===== config.mk =====
export PLATFORM = sky130hd
export DESIGN_NAME = hgame_btn_front
export DESIGN_NICKNAME = d
export VERILOG_FILES = /design/src/rtl/hgame_btn_front.sv
export SDC_FILE = /design/constraint.sdc
export NUM_CORES = 1
export LEC_CHECK = 0
export CAP_MARGIN = 10
export CORE_ASPECT_RATIO = 0.6
export CORE_UTILIZATION = 30
export CTS_BUF_LIST = sky130_fd_sc_hd__clkbuf_8
export DETAILED_ROUTE_END_ITERATION = 7
export GPL_ROUTABILITY_DRIVEN = 0
export PLACE_DENSITY = 0.56
export SLEW_MARGIN = 20
export SYNTH_ARGS = -nofsm -noshare
export SYNTH_HDL_FRONTEND = slang
export SYNTH_SLANG_ARGS = --single-unit

===== constraint.sdc =====
create_clock -name CLK -period 4 [get_ports CLK]
set_clock_uncertainty 0.1 [all_clocks]
set_input_delay 0.8 -clock CLK [delete_from_list [all_inputs] [get_ports CLK]]
set_output_delay 0.8 -clock CLK [all_outputs]
set_load 0.02 [all_outputs]

===== src/rtl/hgame_btn_front.sv =====
// Purpose : debounced three-button front end; gathers presses into one round vector per round.
// Latency : first press at BTN input -> round vector after (2 if HGAME_BTN_SYNC_EN) + DB_CYCLES + WIN_CYCLES + 1 cycles.
// Backpress: none; the game core must take the one-cycle A/B/C pulse. Presses arriving during HOLD are dropped.
//
// Optional feature macro: HGAME_BTN_SYNC_EN
//   defined   -> each BTN input passes a two-flop synchronizer (+2 cycles latency)
//   undefined -> the debouncers sample BTN inputs directly
//
// Ports:
//   CLK                  single clock, rising edge
//   RST                  asynchronous, active-low reset
//   BTN_A, BTN_B, BTN_C  raw bouncing buttons, 1 = pressed
//   A, B, C              registered round vector, nonzero for exactly one cycle per round
//   BUSY                 registered, 1 while a round is collected, emitted or awaiting release
//   ROUNDS               registered count of emitted round vectors (wraps 255 -> 0)
module hgame_btn_front #(
  parameter int DB_CYCLES  = 4,  // 1..255
  parameter int WIN_CYCLES = 3   // 1..15
) (
  input  logic       CLK,
  input  logic       RST,
  input  logic       BTN_A,
  input  logic       BTN_B,
  input  logic       BTN_C,
  output logic       A,
  output logic       B,
  output logic       C,
  output logic       BUSY,
  output logic [7:0] ROUNDS
);

  // Last count value before the debounced level flips; the counter never
  // exceeds DB_CYCLES-1, so eight bits are always enough.
  localparam logic [7:0] DB_LAST  = 8'(DB_CYCLES - 1);
  localparam logic [3:0] WIN_LOAD = 4'(WIN_CYCLES - 1);

  typedef enum logic [1:0] {
    S_IDLE    = 2'd0,
    S_COLLECT = 2'd1,
    S_EMIT    = 2'd2,
    S_HOLD    = 2'd3
  } state_t;

  // Bit order everywhere is {A, B, C}: bit 2 = A, bit 0 = C.
  logic [2:0] raw;
  logic [2:0] lvl;       // level seen by the debouncers
  logic [2:0] db;        // debounced levels
  logic [2:0] db_q;      // debounced levels one cycle ago
  logic [2:0] press;     // one-cycle press events

  assign raw = {BTN_A, BTN_B, BTN_C};

  // ---------------------------------------------------------------------------
  // Input synchronizer (optional)
  // ---------------------------------------------------------------------------
`ifdef HGAME_BTN_SYNC_EN
  logic [2:0] sync1;
  logic [2:0] sync2;

  always_ff @(posedge CLK or negedge RST) begin
    if (!RST) begin
      sync1 <= 3'b000;
      sync2 <= 3'b000;
    end else begin
      sync1 <= raw;
      sync2 <= sync1;
    end
  end

  assign lvl = sync2;
`else
  assign lvl = raw;
`endif

  // ---------------------------------------------------------------------------
  // Per-button debouncers
  // The counter runs only while the sampled level disagrees with the
  // debounced level; any agreement restarts it, so a bounce shorter than
  // DB_CYCLES never reaches the debounced output.
  // ---------------------------------------------------------------------------
  for (genvar i = 0; i < 3; i++) begin : g_db
    logic [7:0] cnt;
    logic       lvl_db;

    always_ff @(posedge CLK or negedge RST) begin
      if (!RST) begin
        cnt    <= 8'd0;
        lvl_db <= 1'b0;
      end else if (lvl[i] == lvl_db) begin
        cnt    <= 8'd0;
      end else if (cnt == DB_LAST) begin
        cnt    <= 8'd0;
        lvl_db <= ~lvl_db;
      end else begin
        cnt    <= cnt + 8'd1;
      end
    end

    assign db[i] = lvl_db;
  end

  always_ff @(posedge CLK or negedge RST) begin
    if (!RST) begin
      db_q <= 3'b000;
    end else begin
      db_q <= db;
    end
  end

  // Rising edge of the debounced level only; releases produce nothing.
  assign press = db & ~db_q;

  // ---------------------------------------------------------------------------
  // Round FSM
  // ---------------------------------------------------------------------------
  state_t     state;
  state_t     state_nxt;
  logic [2:0] mask;
  logic [2:0] mask_nxt;
  logic [3:0] win;
  logic [3:0] win_nxt;
  logic [2:0] abc_q;

  always_comb begin
    state_nxt = state;
    mask_nxt  = mask;
    win_nxt   = win;

    unique case (state)
      S_IDLE: begin
        if (|press) begin
          mask_nxt  = press;
          win_nxt   = WIN_LOAD;
          state_nxt = S_COLLECT;
        end
      end

      S_COLLECT: begin
        // Events in the final COLLECT cycle still make it into the vector,
        // because the emitted value is taken from mask_nxt below.
        mask_nxt = mask | press;
        if (win == 4'd0) begin
          state_nxt = S_EMIT;
        end else begin
          win_nxt = win - 4'd1;
        end
      end

      S_EMIT: begin
        mask_nxt  = 3'b000;
        state_nxt = S_HOLD;
      end

      S_HOLD: begin
        // Wait for every button to be released so one long press cannot
        // start a second round.
        if (db == 3'b000) begin
          state_nxt = S_IDLE;
        end
      end

      default: begin
        state_nxt = S_IDLE;
        mask_nxt  = 3'b000;
        win_nxt   = 4'd0;
      end
    endcase
  end

  // Outputs are registered from the next-state decision so that A/B/C,
  // BUSY and ROUNDS change in the same cycle as the state they describe.
  always_ff @(posedge CLK or negedge RST) begin
    if (!RST) begin
      state  <= S_IDLE;
      mask   <= 3'b000;
      win    <= 4'd0;
      abc_q  <= 3'b000;
      BUSY   <= 1'b0;
      ROUNDS <= 8'd0;
    end else begin
      state <= state_nxt;
      mask  <= mask_nxt;
      win   <= win_nxt;
      BUSY  <= (state_nxt != S_IDLE);
      if (state_nxt == S_EMIT) begin
        abc_q  <= mask_nxt;
        ROUNDS <= ROUNDS + 8'd1;
      end else begin
        abc_q  <= 3'b000;
      end
    end
  end

  assign A = abc_q[2];
  assign B = abc_q[1];
  assign C = abc_q[0];

endmodule


==> run summary <==
* Highest Clock Rate: 433 MHz
* RSZ-0062 raised after global routing: no
* total power: 1.63 mW
* leading cell types in the layout, fill and taps excluded: 51 x sky130_fd_sc_hd__dfrtp_1, 18 x sky130_fd_sc_hd__nor2_1, 15 x sky130_fd_sc_hd__clkdlybuf4s50_1
* count of TritonRoute iterations in the first routing pass: 4
* largest net degree at the start of global routing: 48
* wire per inst: 12.9 microns
* Final period util: 0.577
* number of nets still failing antenna checks after routing: 0
* Max-Cap Viols: 0
* sw frac: 0.366
* crit path launch type: flop
* Stages on worst setup path: 1
* sw power: 596 uW
* area inside the core boundary: 7450 sq um
* register clock-pin slew on the reported worst setup and hold paths: 0.09 ns
* Boundary Pins: 17
* TritonCTS clock tree: yes
* htree depth: 2
* maximum single-stage delay on the critical path: 0.65 ns
* post-synthesis sequential element count: 51
* Static Leakage: 1.16 nW
* Top Family by Delay on Critical Path: buffers and inverters
* global route total overflow: 0
* WS Path Type: flop to output pin
* maximum fanout encountered on the critical timing path: 6
* fraction of layout cells with a size suffix above 1: 0.0909
* synthesized area per cell: 10.8 sq um
* number of placement rows: 24
* clock latency on the worst-skew pair: 0.31 ns
* post-synthesis instance area: 2370 sq um
* Mapped Nets: 230
* antenna violations before repair: 0
* antenna cells: 0
* Seq/Total Area, Yosys: 0.539
* final critical-path required period: 2.31 ns
* ordered list of cells on the worst path: clkdlybuf4s50_1
* worst relative slew slack: 0.427
* number of design rule violations left after detail routing: 0
* Max VDD drop: 0.000190 V
* overall routing resource usage: 0.122
* part of the power in the clock network: 0.192
* number of buffers and inverters on the critical path: 1
* nets: 253
* top cell type by total area after synthesis: sky130_fd_sc_hd__dfrtp_1
* CTS root buffer: sky130_fd_sc_hd__clkbuf_8
* DRC marker count from the first detailed-route iteration: 70
* portion of synthesized cell area occupied by the leading cell type: 0.539
* outcome: finished clean
* required arrival time at the worst endpoint: 3.10 ns
* global-route wire length before repair: 7700 microns
* Synth warnings: 0
* endpoints failing setup: 0
* Slew @ Worst Pin: 0.848 ns
* vias per cell: 4.88
* Flop pwr share: 0.487
* TritonCTS buffer count: 5
* power density of the placed cells: 591 nW/um^2
* TritonCTS Sinks: 51
* starting utilization of the core area: 0.318
* Post-Syn Instances: 219
* Worst setup EP type: output pin
* final count of hold timing violations: 0
* slowest stage cell, crit path: sky130_fd_sc_hd__clkdlybuf4s50_1
* area growth from synthesis to layout: 16.2%
* number of global-route vias before repair: 1,568
* Setup Fix Bufs, Post-CTS: 0
* dominant cells by area after synthesis: sky130_fd_sc_hd__dfrtp_1 54%, sky130_fd_sc_hd__xor2_1 3.7%, sky130_fd_sc_hd__ha_1 3.2%
* filler cell count in the final layout: 757
* Internal Power: 1.03 mW
* Hold Crit Class: flop to flop
* maximum root-to-sink buffer count: 2
* Distinct cells, synth: 42
* Routed WL: 4450 microns
* total die area: 8260 sq um
* Gate power share: 0.321
* height of the die: 70.8 microns
* count of vias placed by the detailed router: 1,689
* overall die width: 117 microns
* IO Port Bufs: 16
* hold buffer count at cts: 0
* pins over their slew limit: 0
* leading cell type in the layout, fill and taps excluded: sky130_fd_sc_hd__dfrtp_1
* HPWL after detailed placement: 3090 microns
* final-layout setup total negative slack: 0 ns
* number of cells traversed by the worst register-to-register path: 5
* Min-Delay Path Depth: 1
* number of instances resized during post-cts repair: 0
* Data arrival, critical path: 1.41 ns
[cells in the mapped netlist (all sizes together)]
cell     number
dfrtp        51
nor2         18
a21oi        12
inv          12
nand3        12
o21ai        12
nand2        11
xor2         10
or3           8
xnor2         8
ha            6
nand2b        5
a31oi         4
mux2          4
nand4         4
nor2b         4
nor4          4
a22o          3
nor3          3
o21a          3
or4           3
clkbuf        2
o31ai         2
o41ai         2
or3b          2
a211o         1
a211oi        1
a22oi         1
a31o          1
a41o          1
and3          1
and3b         1
and4          1
and4bb        1
mux2i         1
nand4bb       1
nor3b         1
o21bai        1
o22ai         1
[sequential cells by signal, summed over array words and instances, names as in the netlist]
register,cells
g_db.cnt,24
ROUNDS,8
win,4
abc_q,3
db_q,3
g_db.lvl_db,3
mask,3
state,2
BUSY,1
[path summary, 6_finish.rpt]
check | from | end | slack [ns]
setup / recovery | ROUNDS[2]$_DFFE_PN0N_ | ROUNDS[2] | 1.69
hold / removal | g_db[2].cnt[0]$_DFF_PN0_ | g_db[2].cnt[0]$_DFF_PN0_ | 0.36
setup reg to reg | win[0]$_DFFE_PN0P_ | ROUNDS[1]$_DFFE_PN0N_ | 2.03
hold reg to reg | g_db[2].cnt[0]$_DFF_PN0_ | g_db[2].cnt[0]$_DFF_PN0_ | 0.36
max in group asynchronous | RST | g_db[1].cnt[5]$_DFF_PN0_ | 2.92
min in group asynchronous | RST | ROUNDS[4]$_DFFE_PN0N_ | 0.38
[final cells by class]
cell class | count | area [sq um] | area share
clock inverters | 1 | 5.00 | 0.00182
inverters | 12 | 45.0 | 0.0164
clock buffers | 6 | 82.6 | 0.0300
flip-flops and latches | 51 | 1280 | 0.464
multi-input cells | 154 | 1040 | 0.378
well taps | 104 | 130 | 0.0473
repair buffers | 18 | 173 | 0.0628
[per-layer routing]
| metal | up-vias | global-route usage | routed length [microns] | part of all wire |
|---|---|---|---|---|
| li1 | 832 | - | - | - |
| met1 | 806 | 0.188 | 2380 | 0.53 |
| met2 | 43 | 0.152 | 1750 | 0.39 |
| met3 | 8 | 0.0394 | 247 | 0.055 |
| met4 | 0 | 0.0506 | 73 | 0.016 |
| met5 | - | 0 | 0 | 0 |
[kinds of logic (layout without fill, tap and decap cells)]
group,Yosys count,in the layout,share of synthesized area
AND/OR/NAND/NOR,80,80,0.188
buffers and inverters,14,37,0.0222
adder cells (fa/ha/maj),6,6,0.0317
AO/OA/AOI/OAI,45,45,0.129
multiplexers,5,5,0.0233
XOR/XNOR,18,18,0.0666
flip-flops,51,51,0.539
[power groups by stage]
stage | clock network [mW] | logic, mW | registers, mW
final | 0.312 | 0.523 | 0.791
after global routing | 0.344 | 0.591 | 0.819
after CTS | 0.327 | 0.527 | 0.790
after detailed placement | 0 | 0.524 | 0.800
after global placement | 0 | 0.518 | 0.799
after floorplan | 0 | 0.375 | 0.778
[per-stage QoR]
stage          hold slack (ns)  cells  utilization  setup WS, ns  area, sq um
2_1_floorplan            0.332    219            -          2.29         2370
3_3_place_gp             0.353    339        0.357          1.95         2660
3_5_place_dp             0.350    339        0.357          1.95         2660
4_1_cts                  0.362    346        0.369          1.68         2750
5_1_grt                  0.387    346        0.369          1.62         2750
6_report                 0.360    346        0.369          1.69         2750
No activity file was read; power rests on OpenSTA's default activity.
==> patch 1, RTL diff (same flow settings) <==
The 4 states of `state_t` get a one-hot encoding in 4 bits.
--- a/src/rtl/hgame_btn_front.sv
+++ b/src/rtl/hgame_btn_front.sv
@@ -35,9 +35,9 @@
   localparam logic [3:0] WIN_LOAD = 4'(WIN_CYCLES - 1);
 
-  typedef enum logic [1:0] {
-    S_IDLE    = 2'd0,
-    S_COLLECT = 2'd1,
-    S_EMIT    = 2'd2,
-    S_HOLD    = 2'd3
+  typedef enum logic [3:0] {
+    S_IDLE    = 4'b0001,
+    S_COLLECT = 4'b0010,
+    S_EMIT    = 4'b0100,
+    S_HOLD    = 4'b1000
   } state_t;
 
Check against the original RTL: no difference found for any inputs over 10 cycles, from zero or initial values and one cycle with RST low; not proved beyond that.
==> patch 1 against the unedited design <==
  * Sequential cell count increased by 2
  * Cell area is 1.1% higher
  * Worst hold slack better by 13 ps
  * Area after synthesis rose by 1.9%
  * Critical path depth stayed put
  * Core utilization is 0.12 points higher
  * Power grew 5.7%
  * Worst setup slack got worse by 16 ps
  * Wire length is 4.1% lower
  * Critical path type unchanged
==> patch 1: results (changes against the unedited design) <==
status finished, final reports clean; Setup WS pre-CTS 1735 ps (-213.0 ps); grt met1 use 16.91% (-1.8 points); Iter 0 DRT Violations 87 (+24%); Nets 245 (-3.2%); Placed Instances 331 (-2.4%); Leakage 1.271 nW (+9.8%); largest net degree at the start of global routing 28 (-42%); Yosys cell types 39 (-7.1%); Vias/cell 4.612 (-5.5%); Worst R2R Start state[0]; met3 Use GR 3.981% (+0.039 points); wire per inst 12.63 um (-1.8%); Mapped Nets 224 (-2.6%); power per cell area 617.7 mW/mm^2 (+4.5%); GRT Util Overall 11.30% (-0.88 points); Placed Area 0.002678 mm^2 (+0.66%); reg2reg end win[1]; GR Layer Usage met2 14.97% (-0.22 points); hpwl dp 3079 um (-0.42%); Mapped Avg Cell Area 11.33 um^2 (+4.8%); top post-synthesis cells by count dfrtp_1 (52), nor2_1 (23), xor2_1 (17); worst r2r path cells 4 (-1); Hold Crit Start ROUNDS[7]; Critical-path top delay cell clkdlybuf4s50_1; largest cells by area after synthesis dfrtp_1 (54%), xor2_1 (6.2%), xnor2_1 (4.7%), nor2_1 (3.6%), and3_1 (3.1%); WHS Endpoint ROUNDS[7]; register area share after synthesis 55.03% (+1.1 points); Worst-Margin Slew 629.5 ps (-218.6 ps); vias in the first global route 1,511 (-3.6%); first-pass GRT wire length 7327 um (-4.8%); biggest regs g_db.cnt: 24 flops, ROUNDS: 8 flops; Worst Path Arrival 1430 ps (+20 ps); min-delay worst type reg -> reg; fraction of layout cells with a size suffix above 1 7.265% (-1.8 points); Worst VDD drop 229.9 uV (+21%)
-- patch 1: metal layers --
layer	routed length (um)	part of all wire, %
met1	2437	57
met2	1605	38
met3	177	4.1
met4	48	1.1
met5	0	0
-- patch 1: worst max-delay path by stage --
stage	startpoint	endpoint	slack [ps]	cells past startpoint
6_report	ROUNDS[0]	ROUNDS[0]	1670	1
3_3_place_gp	state[0]	win[1]	1790	4
3_5_place_dp	state[0]	win[1]	1730	4
4_1_cts	ROUNDS[0]	ROUNDS[0]	1650	1
5_1_grt	ROUNDS[0]	ROUNDS[0]	1580	1
2_1_floorplan	state[0]	win[1]	1830	5
-- patch 1: power breakdown --
group          total (mW)  switching (mW)  leakage, nW  internal [mW]
combinational       0.556           0.301        0.514          0.255
clock               0.358           0.175       0.0540          0.182
sequential          0.804           0.138        0.704          0.666
total                1.72           0.615         1.27           1.10
-- patch 1: kinds of logic (layout without fill, tap and decap cells) --
group / after synthesis / count (layout) / share of synthesized area, %
xor gates and xnor gates: 30 / 30 / 10.89
DFF: 53 / 53 / 55.03
AOI/OAI and AO/OA: 19 / 19 / 5.653
adders and majority gates: 6 / 6 / 3.112
buffers and inverters: 7 / 28 / 1.971
muxes: 5 / 5 / 2.334
and+or+nand+nor: 93 / 93 / 21.01
-- patch 1: cell type report --
type / instances / area share, %
clock buffer: 5 / 2.474
clock inverter: 2 / 1.260
inverter: 4 / 0.7197
multi-input combinational: 153 / 37.29
sequential: 53 / 47.73
tap: 104 / 4.678
timing repair buffer: 17 / 5.848
==> patch 2, RTL diff (same flow settings) <==
Without the edit above. Build with the macro `HGAME_BTN_SYNC_EN` defined.
--- a/src/rtl/hgame_btn_front.sv
+++ b/src/rtl/hgame_btn_front.sv
@@ -14,4 +14,6 @@
 //   BUSY                 registered, 1 while a round is collected, emitted or awaiting release
 //   ROUNDS               registered count of emitted round vectors (wraps 255 -> 0)
+`define HGAME_BTN_SYNC_EN
+
 module hgame_btn_front #(
   parameter int DB_CYCLES  = 4,  // 1..255
Formal check against the unedited RTL: not equivalent (Yosys sat finds a counterexample within 10 cycles, from zero or initial values and one cycle with RST low).
==> patch 2 against the unedited design <==
  * First-iteration DRC count increased by 2.9%
  * Count of clock-buffer cells in the layout increased by 4
  * Sequential power increased by 9.4%
  * Area after synthesis increased by 6.5%
  * Worst hold slack got worse by 110 ps
  * Critical path type unchanged
  * Final cell count increased by 6.6%
  * Sequential cell count increased by 6
  * Power increased by 19%
  * Highest routed layer unchanged
  * Global-route usage decreased by 0.52 points
  * Worst setup slack improved by 16 ps
  * Cell area increased by 9.1%
  * Wire length decreased by 0.52%
==> patch 2: results (changes against the unedited design) <==
Nets 267 (+5.5%); buffer depth of the longest clock path 2 (unchanged); Syn Inst Count 230 (+5.0%); Worst Path Max Fanout 6 (unchanged); Psw 0.6676 mW (+12%); Yosys cell types 35 (-17%); Hold Crit Start sync1[2]; slowest stage delay, CP 630 ps (-20 ps); first-pass GRT wire length 7590 um (-1.4%); global-route congestion overflow total 0 (unchanged); largest cells by area after synthesis dfrtp_1 (57%), nor2_1 (3.6%), xnor2_1 (3.5%), xor2_1 (3.1%), ha_1 (3.0%); status finished, final reports clean; Placed Instances 353 (+4.1%); Iter 0 DRT Violations 72 (+2.9%); r2r setup slk 2110 ps (+80 ps); WHS Endpoint lvl[2]; WL met1 2398 um (+0.93%); clock slew at the register clock pins of the worst setup and hold paths 60 ps (-30 ps); Setup WS pre-CTS 2066 ps (+118.0 ps); Max-slew headroom 49.68% (+7.0 points); largest net degree at the start of global routing 34 (-29%); Critical Path Source ROUNDS[3]; CTS HTree Levels 3 (+1); wire per inst 12.00 um (-6.7%); fillers 815 (+7.7%); Worst Path Arrival 1390 ps (-20 ps); met2 routed WL 1711 um (-2.5%); total CTS buffers 9 (+4); Mapped Nets 241 (+4.8%); top post-synthesis cells by count dfrtp_1 (57), nor2_1 (24), nand2_1 (12), nand3_1 (12); worst hold stages 0 (-1); GRT Util Overall 11.66% (-0.52 points); Die Area 0.008787 mm^2 (+6.4%); clk_lat worst skew 340 ps (+30 ps); biggest regs g_db.cnt: 24 flops, ROUNDS: 8 flops, win: 4 flops; fraction of layout cells with a size suffix above 1 9.579% (+0.49 points); initial antenna violation count 0 (unchanged); register area share after synthesis 56.58% (+2.7 points); reg2reg end ROUNDS[1]; Leakage 1.310 nW (+13%); ANT cells 0 (unchanged); vias in the first global route 1,623 (+3.5%); Worst VDD drop 204.7 uV (+7.7%); Top Layer Used met4; hpwl dp 3068 um (-0.76%); Placed Area 0.002811 mm^2 (+5.7%); met3 wire len 251 um (+1.6%); vias 1,759 (+4.1%); Vias/cell 4.767 (-2.3%)
[patch 2: cell types whose count changed in the layout (fill, tap and decap cells not counted), sizes merged, moves of 4 or more]
cell,unedited run,this run
dfrtp,51,57
nor4,4,0
nor2,18,24
clkbuf,6,10
[patch 2: cells by family (layout without fill, tap and decap cells)]
family                   Yosys count  in the layout  share of synthesized area (%)
multiplexers                       4              4                          1.638
AND/OR/NAND/NOR                   89             89                          19.16
buffers and inverters             13             44                          1.936
adder cells (fa/ha/maj)            6              6                          2.978
AO/OA/AOI/OAI                     42             42                          11.12
flip-flops                        57             57                          56.58
XOR/XNOR                          19             19                          6.601
[patch 2: metal layers]
layer  up-vias  GRT usage, %
met3         7         5.625
met4         0         6.173
met5         -             0
met1       848         15.75
li1        875             -
met2        29         15.13
[patch 2: worst max-delay path by stage]
stage	end	slack, ps	cells past startpoint
5_1_grt	ROUNDS[3]	1650	1
3_3_place_gp	ROUNDS[3]	2070	1
3_5_place_dp	ROUNDS[3]	2070	1
6_report	ROUNDS[3]	1710	1
2_1_floorplan	ROUNDS[1]	2280	5
4_1_cts	ROUNDS[3]	1690	1
[patch 2: through the flow]
step	hold slack [ps]	power, mW
global route	257.5	2.081
floorplan	231.2	1.249
detailed placement	234.7	1.435
finish	247.5	1.937
CTS	249.5	1.961
global placement	235.6	1.429
[patch 2: cell type report]
type / count / area [um^2] / share of cell area (%)
Inverter: 11 / 41.29 / 1.376
Sequential cell: 57 / 1426 / 47.54
Clock inverter: 6 / 51.30 / 1.710
Tap cell: 108 / 135.1 / 4.504
Timing Repair Buffer: 17 / 162.7 / 5.421
Multi-Input combinational cell: 160 / 1046 / 34.86
Clock buffer: 10 / 137.6 / 4.587
[patch 2: power by group through the flow]
stage	clock (mW)	sequential, mW	combinational (mW)
after floorplan	0	0.864	0.386
after global placement	0	0.868	0.561
after detailed placement	0	0.873	0.562
final	0.513	0.865	0.558
after global routing	0.561	0.889	0.631
after CTS	0.533	0.863	0.565
